### src/rtl/mcycle_pkg.sv
// mcycle_pkg: shared definitions for the multi-cycle multiply/divide unit.
//   DEFAULT_WIDTH : default operand/result width
//   OP_MUL/OP_DIV : MCycleOp encodings
//   state_t       : FSM state encoding (also visible on mcycle.state_dbg)
package mcycle_pkg;

    localparam int DEFAULT_WIDTH = 32;

    localparam logic OP_MUL = 1'b0;
    localparam logic OP_DIV = 1'b1;

    typedef enum logic [1:0] {
        ST_IDLE = 2'd0,
        ST_BUSY = 2'd1,
        ST_DONE = 2'd2
    } state_t;

endpackage

### src/rtl/mcycle_addsub.sv
// mcycle_addsub: combinational (WIDTH+1)-bit add/subtract step shared by the
// shift-add multiply and the restoring divide iterations.
//   a, b  : (WIDTH+1)-bit operands
//   sub   : 0 = a + b, 1 = a - b (two's complement: a + ~b + 1)
//   sum   : (WIDTH+1)-bit result
//   carry : carry out; on subtract, 1 means no borrow (a >= b)
module mcycle_addsub
    import mcycle_pkg::*;
#(
    parameter int WIDTH = DEFAULT_WIDTH
) (
    input  logic [WIDTH:0] a,
    input  logic [WIDTH:0] b,
    input  logic           sub,
    output logic [WIDTH:0] sum,
    output logic           carry
);

    logic [WIDTH:0] b_eff;

    assign b_eff        = sub ? ~b : b;
    assign {carry, sum} = {1'b0, a} + {1'b0, b_eff} + {{(WIDTH + 1){1'b0}}, sub};

endmodule

### src/rtl/mcycle.sv
// mcycle: multi-cycle unsigned multiplier / restoring divider.
//   CLK       : clock, rising edge
//   rst       : asynchronous active-high reset
//   Start     : operation request, level-held by the initiator
//   MCycleOp  : 0 = multiply, 1 = divide
//   Operand1  : multiplicand / dividend
//   Operand2  : multiplier / divisor
//   Result1   : product low word / quotient
//   Result2   : product high word / remainder
//   Busy      : high in BUSY and DONE
//   done      : one-cycle completion pulse (high only in DONE)
//   state_dbg : current FSM state (mcycle_pkg::state_t encoding)
// Build option: define MCYCLE_DIV_EN to include the divider datapath. Without
// it a divide request goes straight to DONE with zero results.
//
// Handshake: Start is sampled only in IDLE; a sampled Start=1 is the accept.
// The initiator keeps Start high until it sees done and must drop it then,
// otherwise the first IDLE cycle after DONE accepts a new operation.
module mcycle
    import mcycle_pkg::*;
#(
    parameter int WIDTH = DEFAULT_WIDTH
) (
    input  logic             CLK,
    input  logic             rst,
    input  logic             Start,
    input  logic             MCycleOp,
    input  logic [WIDTH-1:0] Operand1,
    input  logic [WIDTH-1:0] Operand2,
    output logic [WIDTH-1:0] Result1,
    output logic [WIDTH-1:0] Result2,
    output logic             Busy,
    output logic             done,
    output logic [1:0]       state_dbg
);

    localparam int CW = $clog2(WIDTH);
    localparam logic [CW-1:0] LAST_STEP = CW'(WIDTH - 1);

    state_t           state;
    logic [CW-1:0]    count;
    // hi: product high / partial remainder; lo: product low / dividend being
    // shifted out while quotient bits shift in.
    logic [WIDTH-1:0] hi;
    logic [WIDTH-1:0] lo;
    logic [WIDTH-1:0] opb;
    logic [WIDTH-1:0] hi_nxt;
    logic [WIDTH-1:0] lo_nxt;
    logic [WIDTH:0]   as_a;
    logic [WIDTH:0]   as_b;
    logic [WIDTH:0]   as_sum;
    logic             as_sub;
    logic             as_carry;
    logic             div_bypass;

`ifdef MCYCLE_DIV_EN
    logic op_q;
    assign div_bypass = 1'b0;
`else
    logic unused_carry;
    assign unused_carry = as_carry;
    assign div_bypass   = (MCycleOp == OP_DIV);
`endif

    assign state_dbg = state;

    mcycle_addsub #(.WIDTH(WIDTH)) u_addsub (
        .a     (as_a),
        .b     (as_b),
        .sub   (as_sub),
        .sum   (as_sum),
        .carry (as_carry)
    );

    // Step inputs. Multiply adds the multiplicand only when the current
    // multiplier bit is set, so the shift below is the same either way.
    always_comb begin
        as_a   = {1'b0, hi};
        as_b   = lo[0] ? {1'b0, opb} : '0;
        as_sub = 1'b0;
`ifdef MCYCLE_DIV_EN
        if (op_q == OP_DIV) begin
            // Trial subtract of divisor from {remainder, next dividend bit}.
            as_a   = {hi, lo[WIDTH-1]};
            as_b   = {1'b0, opb};
            as_sub = 1'b1;
        end
`endif
    end

    always_comb begin
        hi_nxt = as_sum[WIDTH:1];
        lo_nxt = {as_sum[0], lo[WIDTH-1:1]};
`ifdef MCYCLE_DIV_EN
        if (op_q == OP_DIV) begin
            // No borrow: keep the difference (always < divisor, fits WIDTH
            // bits) and shift in a 1. Divisor zero never borrows, giving an
            // all-ones quotient and the dividend as remainder.
            hi_nxt = as_carry ? as_sum[WIDTH-1:0] : {hi[WIDTH-2:0], lo[WIDTH-1]};
            lo_nxt = {lo[WIDTH-2:0], as_carry};
        end
`endif
    end

    always_ff @(posedge CLK or posedge rst) begin
        if (rst) begin
            state   <= ST_IDLE;
            count   <= '0;
            hi      <= '0;
            lo      <= '0;
            opb     <= '0;
            Result1 <= '0;
            Result2 <= '0;
            Busy    <= 1'b0;
            done    <= 1'b0;
`ifdef MCYCLE_DIV_EN
            op_q    <= OP_MUL;
`endif
        end else begin
            case (state)
                ST_IDLE: begin
                    done <= 1'b0;
                    if (Start) begin
                        Busy <= 1'b1;
                        if (div_bypass) begin
                            state   <= ST_DONE;
                            done    <= 1'b1;
                            Result1 <= '0;
                            Result2 <= '0;
                        end else begin
                            state <= ST_BUSY;
                            count <= '0;
                            hi    <= '0;
                            lo    <= Operand1;
                            opb   <= Operand2;
`ifdef MCYCLE_DIV_EN
                            op_q  <= MCycleOp;
`endif
                        end
                    end
                end
                ST_BUSY: begin
                    hi    <= hi_nxt;
                    lo    <= lo_nxt;
                    count <= count + 1'b1;
                    if (count == LAST_STEP) begin
                        state   <= ST_DONE;
                        done    <= 1'b1;
                        Result1 <= lo_nxt;
                        Result2 <= hi_nxt;
                    end
                end
                ST_DONE: begin
                    state <= ST_IDLE;
                    Busy  <= 1'b0;
                    done  <= 1'b0;
                end
                default: begin
                    state <= ST_IDLE;
                    Busy  <= 1'b0;
                    done  <= 1'b0;
                end
            endcase
        end
    end

endmodule

### config.mk
export PLATFORM = sky130hd
export DESIGN_NAME = mcycle
export DESIGN_NICKNAME = d
export VERILOG_FILES = /design/src/rtl/mcycle_pkg.sv /design/src/rtl/mcycle_addsub.sv /design/src/rtl/mcycle.sv
export SDC_FILE = /design/constraint.sdc
export NUM_CORES = 1
export LEC_CHECK = 0
export CAP_MARGIN = 20
export CORE_ASPECT_RATIO = 0.6
export CORE_UTILIZATION = 29
export CTS_CLUSTER_DIAMETER = 150
export DETAILED_ROUTE_END_ITERATION = 12
export PLACE_DENSITY = 0.52
export SLEW_MARGIN = 20
export SYNTH_ARGS = -nofsm -noshare
export SYNTH_HDL_FRONTEND = slang
export SYNTH_SLANG_ARGS = --single-unit
### constraint.sdc
create_clock -name CLK -period 7.2 [get_ports CLK]
set_input_delay 1.44 -clock CLK [delete_from_list [all_inputs] [get_ports CLK]]
set_output_delay 1.44 -clock CLK [all_outputs]
set_load 0.1 [all_outputs]
==> summary.md, run 1 <==
| Metric | Value |
|---|---|
| Crit path DAT | `4.14 ns` |
| WL/cell | `17.65 um` |
| Worst r2r path cells | `11` |
| Antenna violation net count after detailed routing | `0` |
| Detailed Routing Iterations Pass 1 | `7` |
| Largest net degree at the start of global routing | `97` |
| CTS Hold Buffers Added | `0` |
| Fraction of layout cells with a size suffix above 1 | `8.745%` |
| FF-to-FF End | `Result2[29]` |
| Mapped cell area | `0.008352 mm^2` |
| N_diodes | `0` |
| Buffers on Ports | `135` |
| Maximum Capacitance Violations | `0` |
| RSZ-0062 raised after global routing | `no` |
| WHS Endpoint | `Result2[6]` |
| Area Growth Syn to Fin | `27.48%` |
| Initial drt markers | `426` |
| Post-layout min period | `3.817 ns` |
| Crit path required time | `7.53 ns` |
| GPL Wtd Cong | `0.8413` |
| Tcrit/Tclk final | `53.02%` |
| Initial antenna violation count | `1` |
| Starting Density | `29.90%` |
| Status | `finished clean` |
| Via count | `6642` |
| FMAX | `262.0 MHz` |
| Hold-critical path depth | `2` |
| Die area | `0.02950 mm^2` |
| Ports | `136` |
| Cell Chain, Critical Path | `clkdlybuf4s50_1 > nor3b_2 > buf_4 > nor2b_4 > buf_4 > mux2_2` |
| Final setup violating endpoints | `0` |
| YS warnings | `0` |
| Worst Hold Launch | `Result2[6]` |
| Tot GR Track Use | `16.81%` |
| First-pass GRT wire length | `38470 um` |
| R2r startpoint | `lo[0]` |
| Pleak | `0.004685 uW` |
| Synth Net Count | `951` |
| Final nets | `1063` |
| Seq/Total Area, Yosys | `50.64%` |
| R2r setup slk | `3.64 ns` |
| Final Hold Fails | `0` |
| Post-CTS Setup Bufs | `0` |
| Mean post-synth cell area | `9.849 um^2` |
| Seq pwr share | `28.5%` |
| Clk pwr share | `16.3%` |
| Hold WC Path Type | `reg2reg` |
| CTS max path bufs | `2` |
| Die extent in y | `133.5 um` |
| Final worst setup slack | `3.383 ns` |
| Synth Register Bits | `169` |
| Sw frac | `50.74%` |
| HPWL after detailed placement | `16400 um` |
| DR DRC count | `0` |
| H-tree levels | `4` |
| Die Wd | `221.1 um` |
| Asr flop ratio synth | `100.0%` |
| Dpl ws | `2.860 ns` |
| Logic gate share of total power | `55.2%` |
| Relative max-transition margin | `30.47%` |
| Clock skew | `0.008592 ns` |
| Slowest cell delay on critical path | `0.81 ns` |
| Slew @ Worst Pin | `1.040 ns` |
| Worst Path Max Fanout | `34` |
| Via density per instance | `4.960` |
| Clock slew at the register clock pins of the worst setup and hold paths | `0.06 ns` |
| Core ar. | `0.02793 mm^2` |
| Drt total wl | `23640 um` |
| Crit-path slowest cell | `nor2b_4` |
| Vias in the first global route | `6737` |
| Cell Int Power | `2776 uW` |
| Pins Over Slew Limit | `0` |
| CTS tree | `yes` |
| Kind of critical path | `in2reg` |
| Power Dens Cells | `529.4 mW/mm^2` |
| Synth Flop Type | `dfrtp_1` |
| Cell repeated most along the worst path | `buf_4` |
| Bufs and invs on worst path | `3` |
| Later-pin clock latency in the skew report | `0.44 ns` |
| Netlist cell types | `60` |
| GRT overflow | `0` |
| Setup TNS | `0 ns` |
| Row count | `47` |
| NetSw | `2860 uW` |
| Syn Inst Count | `848` |
| Total CTS buffers | `17` |
| Max VDD drop | `0.0003064 V` |
| Post-cts resize count | `0` |
| Post-synth EDFFs | `0` |
| Critical path startpoint category | `input port` |
| Critical path's top delay family | `buffers and inverters` |
| CTS Root Cell | `clkbuf_16` |
| Sink Count | `169` |
| CP endpoint kind | `flop` |
-- metal layers --
metal / vias up / track usage [%] / share of wire [%]
li1: 3216 / - / -
met2: 142 / 23.65 / 41
met4: 2 / 5.750 / 1.2
met5: - / 0 / 0.072
met3: 23 / 3.529 / 4.1
met1: 3259 / 25.27 / 54
-- cell families (layout without fill, tap and decap cells) --
kind of cell	after synthesis	after routing	synth area share [%]
buffers and inverters	62	186	2.861
DFF	169	169	50.64
xor gates and xnor gates	24	24	2.517
adders and majority gates	35	35	5.333
and+or+nand+nor	284	284	15.09
AOI/OAI and AO/OA	239	239	18.83
muxes	35	35	4.734
-- tightest hold or removal path: cells and delay by family, from the launching register on --
| family | cells | cell delay (ns) |
|---|---|---|
| DFF | 1 | 0.34 |
| and+or+nand+nor | 1 | 0.05 |
| AOI/OAI and AO/OA | 1 | 0.05 |
-- state kept, by name (all words and copies together), names as in the netlist --
name	count
Busy	1
Result1	32
Result2	32
count	5
done	1
hi	32
lo	32
opb	32
state_dbg	2
-- cell usage in the layout, fill, tap and decap left out, types with 3 or more instances in the layout --
master	Yosys	final
nand2_1	186	186
a22oi_1	31	31
clkbuf_8	0	3
clkinvlp_4	0	3
nand3_1	8	8
mux2_2	32	32
or3_1	4	4
nor2_1	21	20
dfrtp_1	169	169
inv_1	11	10
a21o_1	13	12
a21oi_1	40	40
o21ai_0	80	80
ha_1	34	34
xor2_1	9	9
a22o_1	10	10
clkbuf_16	0	17
and2_1	32	32
clkdlybuf4s50_1	0	135
nand2b_1	7	7
o22ai_1	8	8
a21boi_0	3	3
o31ai_1	9	9
xnor2_1	15	15
o21bai_1	8	8
nand4_1	9	9
buf_4	0	9
a211oi_1	3	3
and3_1	4	4
o211ai_1	5	5
nor3_1	3	3
clkbuf_1	40	4
o21a_1	3	3
a31oi_1	3	3
-- cell type report --
cell class | count | area (um^2)
clock buffer | 24 | 481.7
clock inverter | 7 | 92.59
fill | 2818 | 17290
inverter | 11 | 46.29
multi-input combinational | 617 | 3919
sequential | 169 | 4229
tap | 367 | 459.2
timing repair buffer | 144 | 1419
-- synthesized netlist by cell type (3+ instances only) --
cell	number	area, um^2
a21oi_1	40	200.2
inv_1	11	41.29
o211ai_1	5	37.54
nor2b_1	3	18.77
a21o_1	13	97.59
o21ai_0	80	400.4
a22o_1	10	87.58
o21bai_1	8	60.06
clkbuf_1	40	150.1
and3_1	4	25.02
nor2_1	21	78.83
o22ai_1	8	50.05
and2_1	32	200.2
nand2_1	186	698.2
nand3_1	8	40.04
o21a_1	3	22.52
ha_1	34	425.4
mux2_2	32	360.4
a21boi_0	3	22.52
buf_1	6	22.52
o31ai_1	9	67.56
a211oi_1	3	22.52
a22oi_1	31	232.7
dfrtp_1	169	4229
nor3_1	3	15.01
nand2b_1	7	43.79
xnor2_1	15	131.4
or3_1	4	25.02
buf_2	3	15.01
a31oi_1	3	18.77
xor2_1	9	78.83
nand4_1	9	56.30
-- metrics by stage --
stage | std cells | area [um^2] | hold WS, ns | utilization, % | power [uW]
2_1_floorplan | 848 | 8352 | 0.4519 | - | 3917
3_3_place_gp | 1308 | 10070 | 0.4650 | 36.06 | 4719
3_5_place_dp | 1308 | 10070 | 0.4703 | 36.06 | 4744
4_1_cts | 1339 | 10650 | 0.4841 | 38.11 | 5687
5_1_grt | 1339 | 10650 | 0.4998 | 38.11 | 5977
6_report | 1339 | 10650 | 0.4752 | 38.11 | 5636
-- power by group through the flow --
stage                     sequential (uW)  combinational, uW  clock, uW
after CTS                            1610               3130        946
after global placement               1620               3100          0
after detailed placement             1620               3120          0
after global routing                 1660               3330        978
after floorplan                      2730               1190          0
final                                1610               3110        917
-- how the worst max path moves through the flow --
stage	slack, ns	end	depth (start not counted)	from
after floorplan	1.18	Busy	1	rst
after global placement	2.91	opb[6]	6	MCycleOp
after detailed placement	2.86	opb[4]	6	MCycleOp
after CTS	3.34	opb[4]	6	MCycleOp
after global routing	3.24	opb[8]	6	MCycleOp
final	3.38	opb[4]	6	Start
(Power assumes the default switching activity.)
==> run 2: changes to the inputs <==
==> constraint.sdc (replaced) <==
create_clock -name CLK -period 3.7 [get_ports CLK]
set_input_delay 0.74 -clock CLK [delete_from_list [all_inputs] [get_ports CLK]]
set_output_delay 0.74 -clock CLK [all_outputs]
set_load 0.1 [all_outputs]
==> run 2 against run 1 <==
Die area is the same. Clock power grew 86%. Combinational power grew 98%. Critical path depth grew 4. Power grew 95%. Setup slack lost 2.9 ns. Sequential share of layout area shrank 0.29 points. Global-route usage shrank 0.16 points. Clock skew grew 0.0022 ns. Flip-flop and latch count is the same. Core utilization grew 0.28 points. Largest power group unchanged.
==> summary.md, run 2 (same netlist as run 1, synthesis figures left out) <==
| Metric | Value |
|---|---|
| Post-route cell area | `0.01073 mm^2` |
| Final Hold Fails | `0` |
| CTS max path bufs | `2` |
| Starting Density | `29.90%` |
| Post-cts resize count | `0` |
| Row count | `47` |
| Clock skew | `0.01081 ns` |
| Status | `finished clean` |
| CTS tree | `yes` |
| Tot GR Track Use | `16.65%` |
| Area Growth Syn to Fin | `28.42%` |
| Antenna violation net count after detailed routing | `0` |
| Ports | `136` |
| Buffers on Ports | `135` |
| Hold WC Path Type | `reg2reg` |
| RSZ-0062 raised after global routing | `no` |
| Vias in the first global route | `6674` |
| Via count | `6680` |
| Cell Chain, Critical Path | `buf_4 > nand2_1 > fa_1 > nand2b_1 > a21oi_1 > o21a_4 > o41ai_4 > o41ai_2 > mux2_4 > a221o_1` |
| Area after DPL | `0.01018 mm^2` |
| Later-pin clock latency in the skew report | `0.44 ns` |
| WL/cell | `17.58 um` |
| DR DRC count | `0` |
| Maximum Capacitance Violations | `0` |
| Hold slack | `0.4756 ns` |
| FMAX | `311.6 MHz` |
| Initial antenna violation count | `0` |
| Pins Over Slew Limit | `0` |
| Tcrit/Tclk final | `86.72%` |
| N_diodes | `0` |
| GRT overflow | `0` |
| Power Dens Cells | `1026 mW/mm^2` |
| Critical path startpoint category | `flop` |
| Most frequent cells in the layout | `nand2_1, dfrtp_1, clkdlybuf4s50_1` |
| First-pass GRT wire length | `38030 um` |
| Post-CTS Setup Bufs | `0` |
| Die extent in y | `133.5 um` |
| Detailed Routing Iterations Pass 1 | `5` |
| Crit path DAT | `3.52 ns` |
| Pleak | `0.004731 uW` |
| Slew @ Worst Pin | `1.053 ns` |
| Worst Path Max Fanout | `18` |
| Max VDD drop | `0.0005190 V` |
| CTS Hold Buffers Added | `0` |
| Slowest cell delay on critical path | `0.50 ns` |
| CTS Root Cell | `clkbuf_16` |
| Die area | `0.02950 mm^2` |
| CP endpoint kind | `flop` |
| Largest net degree at the start of global routing | `113` |
| Clock slew at the register clock pins of the worst setup and hold paths | `0.06 ns` |
| Commonest non-fill, non-tap cell in the layout | `nand2_1` |
| Initial drt markers | `354` |
| Sink Count | `169` |
| Crit-path slowest cell | `o41ai_2` |
| Drt total wl | `23650 um` |
| Crit path required time | `4.01 ns` |
| Relative max-transition margin | `29.60%` |
| Post-layout min period | `3.209 ns` |
| Final setup violating endpoints | `0` |
| Kind of critical path | `reg2reg` |
| Fraction of layout cells with a size suffix above 1 | `9.509%` |
| GPL Wtd Cong | `0.8698` |
| Die Wd | `221.1 um` |
| Core ar. | `0.02793 mm^2` |
| Cells after DPL | `1315` |
| H-tree levels | `4` |
| Final Non-Filler Cells | `1345` |
| Final nets | `1070` |
| Setup TNS | `0 ns` |
| HPWL after detailed placement | `16710 um` |
| Total CTS buffers | `17` |
| Via density per instance | `4.967` |
==> run 2: changes by cell type in the layout (fill, tap and decap cells not counted) <==
cell	before	now
buf_12	0	5
clkinv_2	2	6
buf_4	9	12
clkbuf_8	3	0
clkbuf_1	4	3
clkdlybuf4s50_1	135	134
inv_6	1	0
==> run 2: critical path: cells and delay by family (launching register included) <==
family / cells / cell delay (ns)
adder cells (fa/ha/maj): 1 / 0.42
AND/OR/NAND/NOR: 2 / 0.31
multiplexers: 1 / 0.35
buffers and inverters: 1 / 0.23
AO/OA/AOI/OAI: 5 / 1.40
flip-flops: 1 / 0.37
==> run 2: routing by layer <==
metal,up-vias,wire length [um],track usage (%)
li1,3233,-,-
met1,3265,12730,25.07
met2,161,9483,23.35
met3,21,1129,3.816
met4,0,304,5.167
met5,-,0,0
==> run 2: cell type report <==
| cell class | count | area, um^2 |
|---|---|---|
| Fill cell | 2813 | 17210 |
| Sequential cell | 169 | 4229 |
| Multi-Input combinational cell | 617 | 3919 |
| Timing Repair Buffer | 151 | 1531 |
| Tap cell | 367 | 459.2 |
| Clock buffer | 20 | 436.7 |
| Clock inverter | 10 | 105.1 |
| Inverter | 11 | 45.04 |
==> run 2: stage by stage <==
stage / worst slack, ns / util (%) / total power [uW]
CTS: 0.4923 / 38.40 / 11090
global placement: 0.6354 / 36.46 / 9279
finish: 0.4912 / 38.40 / 11000
global route: 0.2554 / 38.40 / 11660
floorplan: 0.7340 / - / 7622
detailed placement: 0.5055 / 36.46 / 9328
==> run 2: path summary, 6_finish.rpt <==
path,slack (ns),to,cells past startpoint,start
worst min-delay path,0.48,Result2[6],2,Result2[6]
max in group asynchronous,2.27,lo[21],3,rst
min in group asynchronous,0.84,opb[9],3,rst
worst max-delay path,0.49,Result2[29],10,lo[0]
worst max register to register,0.49,Result2[29],10,lo[0]
worst min register to register,0.48,Result2[6],2,Result2[6]
==> run 2: report_power, final <==
group          internal [uW]  switching, uW  total, uW
Clock                    977            730       1710
Sequential              2650            487       3140
Combinational           1770           4390       6160
Total                   5390           5610      11000
==> run 3: changes to the inputs <==
--- a/config.mk
+++ b/config.mk
@@ -5,12 +5,13 @@
 export SDC_FILE = /design/constraint.sdc
 export NUM_CORES = 1
 export LEC_CHECK = 0
+export ABC_AREA = 1
 export CAP_MARGIN = 20
 export CORE_ASPECT_RATIO = 0.6
-export CORE_UTILIZATION = 29
+export CORE_UTILIZATION = 55
 export CTS_CLUSTER_DIAMETER = 150
 export DETAILED_ROUTE_END_ITERATION = 12
-export PLACE_DENSITY = 0.52
+export PLACE_DENSITY = 0.84
 export SLEW_MARGIN = 20
 export SYNTH_ARGS = -nofsm -noshare
 export SYNTH_HDL_FRONTEND = slang
==> run 3 against run 2 <==
Clock-buffer cell count decreased by 3. Synthesized area is 8.9% higher. Combinational power grew 3.6%. Global-route usage up 15 points. Hold slack worse by 0.0014 ns. Critical endpoint is now state_dbg[0]. Routed wire length rose by 8.4%. Sequential share of layout area fell by 1.7 points. Core utilization grew 33 points. Non-clock buffer count decreased by 3.
==> summary.md, run 3 <==
| Metric | Value |
|---|---|
| Status | `finished clean` |
| Post-layout min period | `2.860 ns` |
| Yosys top cell area share | `46.51%` |
| Detailed Routing Iterations Pass 1 | `6` |
| Clock slew at the register clock pins of the worst setup and hold paths | `0.07 ns` |
| Crit-path slowest cell | `clkdlybuf4s50_1` |
| H-tree levels | `4` |
| CTS tree | `yes` |
| RSZ-0062 raised after global routing | `no` |
| Commonest cells post-synth | `nand2_1, dfrtp_1, inv_1` |
| Mapped cell area | `0.009094 mm^2` |
| Slew @ Worst Pin | `1.040 ns` |
| YS warnings | `0` |
| FILL cells | `1282` |
| WL/cell | `15.88 um` |
| Initial antenna violation count | `1` |
| Drt total wl | `25630 um` |
| Sink Count | `169` |
| GPL Wtd Cong | `0.9868` |
| Crit path DAT | `2.12 ns` |
| Clock skew | `0.01625 ns` |
| Pins Over Slew Limit | `0` |
| Crit path required time | `2.96 ns` |
| Via count | `8625` |
| Largest net degree at the start of global routing | `92` |
| Synth Area in XOR/XNOR | `0.09631%` |
| Final nets | `1502` |
| Top cell type by total area after synthesis | `dfrtp_1` |
| Later-pin clock latency in the skew report | `0.43 ns` |
| Hold WC Path Type | `reg2reg` |
| Synth Flop Type | `dfrtp_1` |
| Synth Net Count | `1377` |
| Die extent in y | `101.6 um` |
| Initial drt markers | `872` |
| Final setup violating endpoints | `0` |
| Asr flop ratio synth | `100.0%` |
| Post-Synth Simple-Gate Area | `33.01%` |
| Seq/Total Area, Yosys | `46.51%` |
| Tcrit/Tclk final | `77.29%` |
| DR DRC count | `0` |
| Post-Synth Adder-Cell Area | `4.898%` |
| CTS max path bufs | `2` |
| Ports | `136` |
| Post-synthesis mux area share | `0%` |
| Bufs and invs on worst path | `1` |
| Post-synth EDFFs | `0` |
| Worst Path Max Fanout | `5` |
| Die area | `0.01707 mm^2` |
| Largest family of logic cells by synthesized area | `simple AND/OR/NAND/NOR gates` |
| Antenna violation net count after detailed routing | `0` |
| Starting Density | `57.68%` |
| Cell Chain, Critical Path | `clkdlybuf4s50_1` |
| Post-cts resize count | `0` |
| Pleak | `0.006184 uW` |
| Synth Register Bits | `169` |
| GRT overflow | `0` |
| Die Wd | `168 um` |
| Relative max-transition margin | `30.47%` |
| CTS Root Cell | `clkbuf_16` |
| Vias in the first global route | `8090` |
| Buffers on Ports | `135` |
| Commonest non-fill, non-tap cell in the layout | `nand2_1` |
| Final worst setup slack | `0.8403 ns` |
| Core ar. | `0.01577 mm^2` |
| Power Dens Cells | `1005 mW/mm^2` |
| Setup TNS | `0 ns` |
| Synth Area in Compound Gates | `6.453%` |
| Netlist cell types | `32` |
| Area Growth Syn to Fin | `23.35%` |
| FMAX | `349.7 MHz` |
| CP endpoint kind | `output pin` |
| Final Hold Fails | `0` |
| Total CTS buffers | `17` |
| Synth area leaders | `dfrtp_1, nand2_1, inv_1, ha_1, nand3_1` |
| Most frequent cells in the layout | `nand2_1, dfrtp_1, inv_1` |
| Syn Inst Count | `1274` |
| Most common cell in the netlist | `nand2_1` |
| Fraction of layout cells with a size suffix above 1 | `3.969%` |
| Critical path's top delay family | `buffers and inverters` |
| Kind of critical path | `reg2out` |
| Dpl ws | `1.070 ns` |
| N_diodes | `0` |
| HPWL after detailed placement | `19020 um` |
| Via density per instance | `5.344` |
| Mean post-synth cell area | `7.138 um^2` |
| CTS Hold Buffers Added | `0` |
| Maximum Capacitance Violations | `0` |
| Critical path startpoint category | `flop` |
| Slowest cell delay on critical path | `1.19 ns` |
| Max VDD drop | `0.0008137 V` |
| First-pass GRT wire length | `41620 um` |
| Tot GR Track Use | `31.88%` |
| Post-CTS Setup Bufs | `0` |
| Row count | `35` |
-- run 3: worst paths after layout --
path	from	to	slack, ns	depth (start not counted)
worst max-delay path	state_dbg[0]	state_dbg[0]	0.84	1
worst min-delay path	opb[11]	opb[11]	0.47	2
worst max register to register	lo[0]	Result2[28]	0.98	14
worst min register to register	opb[11]	opb[11]	0.47	2
max in group asynchronous	rst	hi[19]	2.07	3
min in group asynchronous	rst	Result1[22]	0.76	2
-- run 3: final cells by class --
class | count | area (um^2) | share of cell area, %
timing repair buffer | 148 | 1486 | 13.25
clock inverter | 14 | 151.4 | 1.350
inverter | 160 | 604.3 | 5.388
sequential | 169 | 4229 | 37.70
clock buffer | 17 | 425.4 | 3.793
tap | 203 | 254.0 | 2.264
multi-input combinational | 903 | 4066 | 36.25
-- run 3: power breakdown --
part,switching (uW),internal [uW]
clock,852,898
sequential,523,2620
combinational,4740,1640
-- run 3: kinds of logic (layout without fill, tap and decap cells) --
kind of cell    Yosys count  after routing
compound gates          112            112
xor+xnor                  1              1
fa+ha+maj                35             35
buf+inv                 202            339
flops                   169            169
simple gates            755            755
-- run 3: through the flow --
| stage | instances | utilization (%) | power [uW] | hold slack (ns) | instance area (um^2) |
|---|---|---|---|---|---|
| after CTS | 1614 | 71.15 | 11230 | 0.4758 | 11220 |
| after global routing | 1614 | 71.15 | 11970 | 0.4929 | 11220 |
| after floorplan | 1274 | - | 7794 | 0.4417 | 9097 |
| after detailed placement | 1583 | 67.49 | 9442 | 0.4583 | 10640 |
| final | 1614 | 71.15 | 11270 | 0.4742 | 11220 |
| after global placement | 1583 | 67.49 | 9320 | 0.4591 | 10640 |
-- run 3: worst min-delay path: stages (launching register included) --
cell,delay [ns]
dfrtp_1,0.34
nand2_1,0.05
nand2_1,0.05
-- run 3: per-layer routing --
| layer | vias up | track usage (%) | routed length (um) |
|---|---|---|---|
| met1 | 3986 | 47.26 | 12000 |
| met4 | 0 | 5.928 | 240 |
| met2 | 415 | 46.15 | 10420 |
| met3 | 29 | 9.848 | 2972 |
| li1 | 4195 | - | - |
| met5 | - | 0 | 0 |
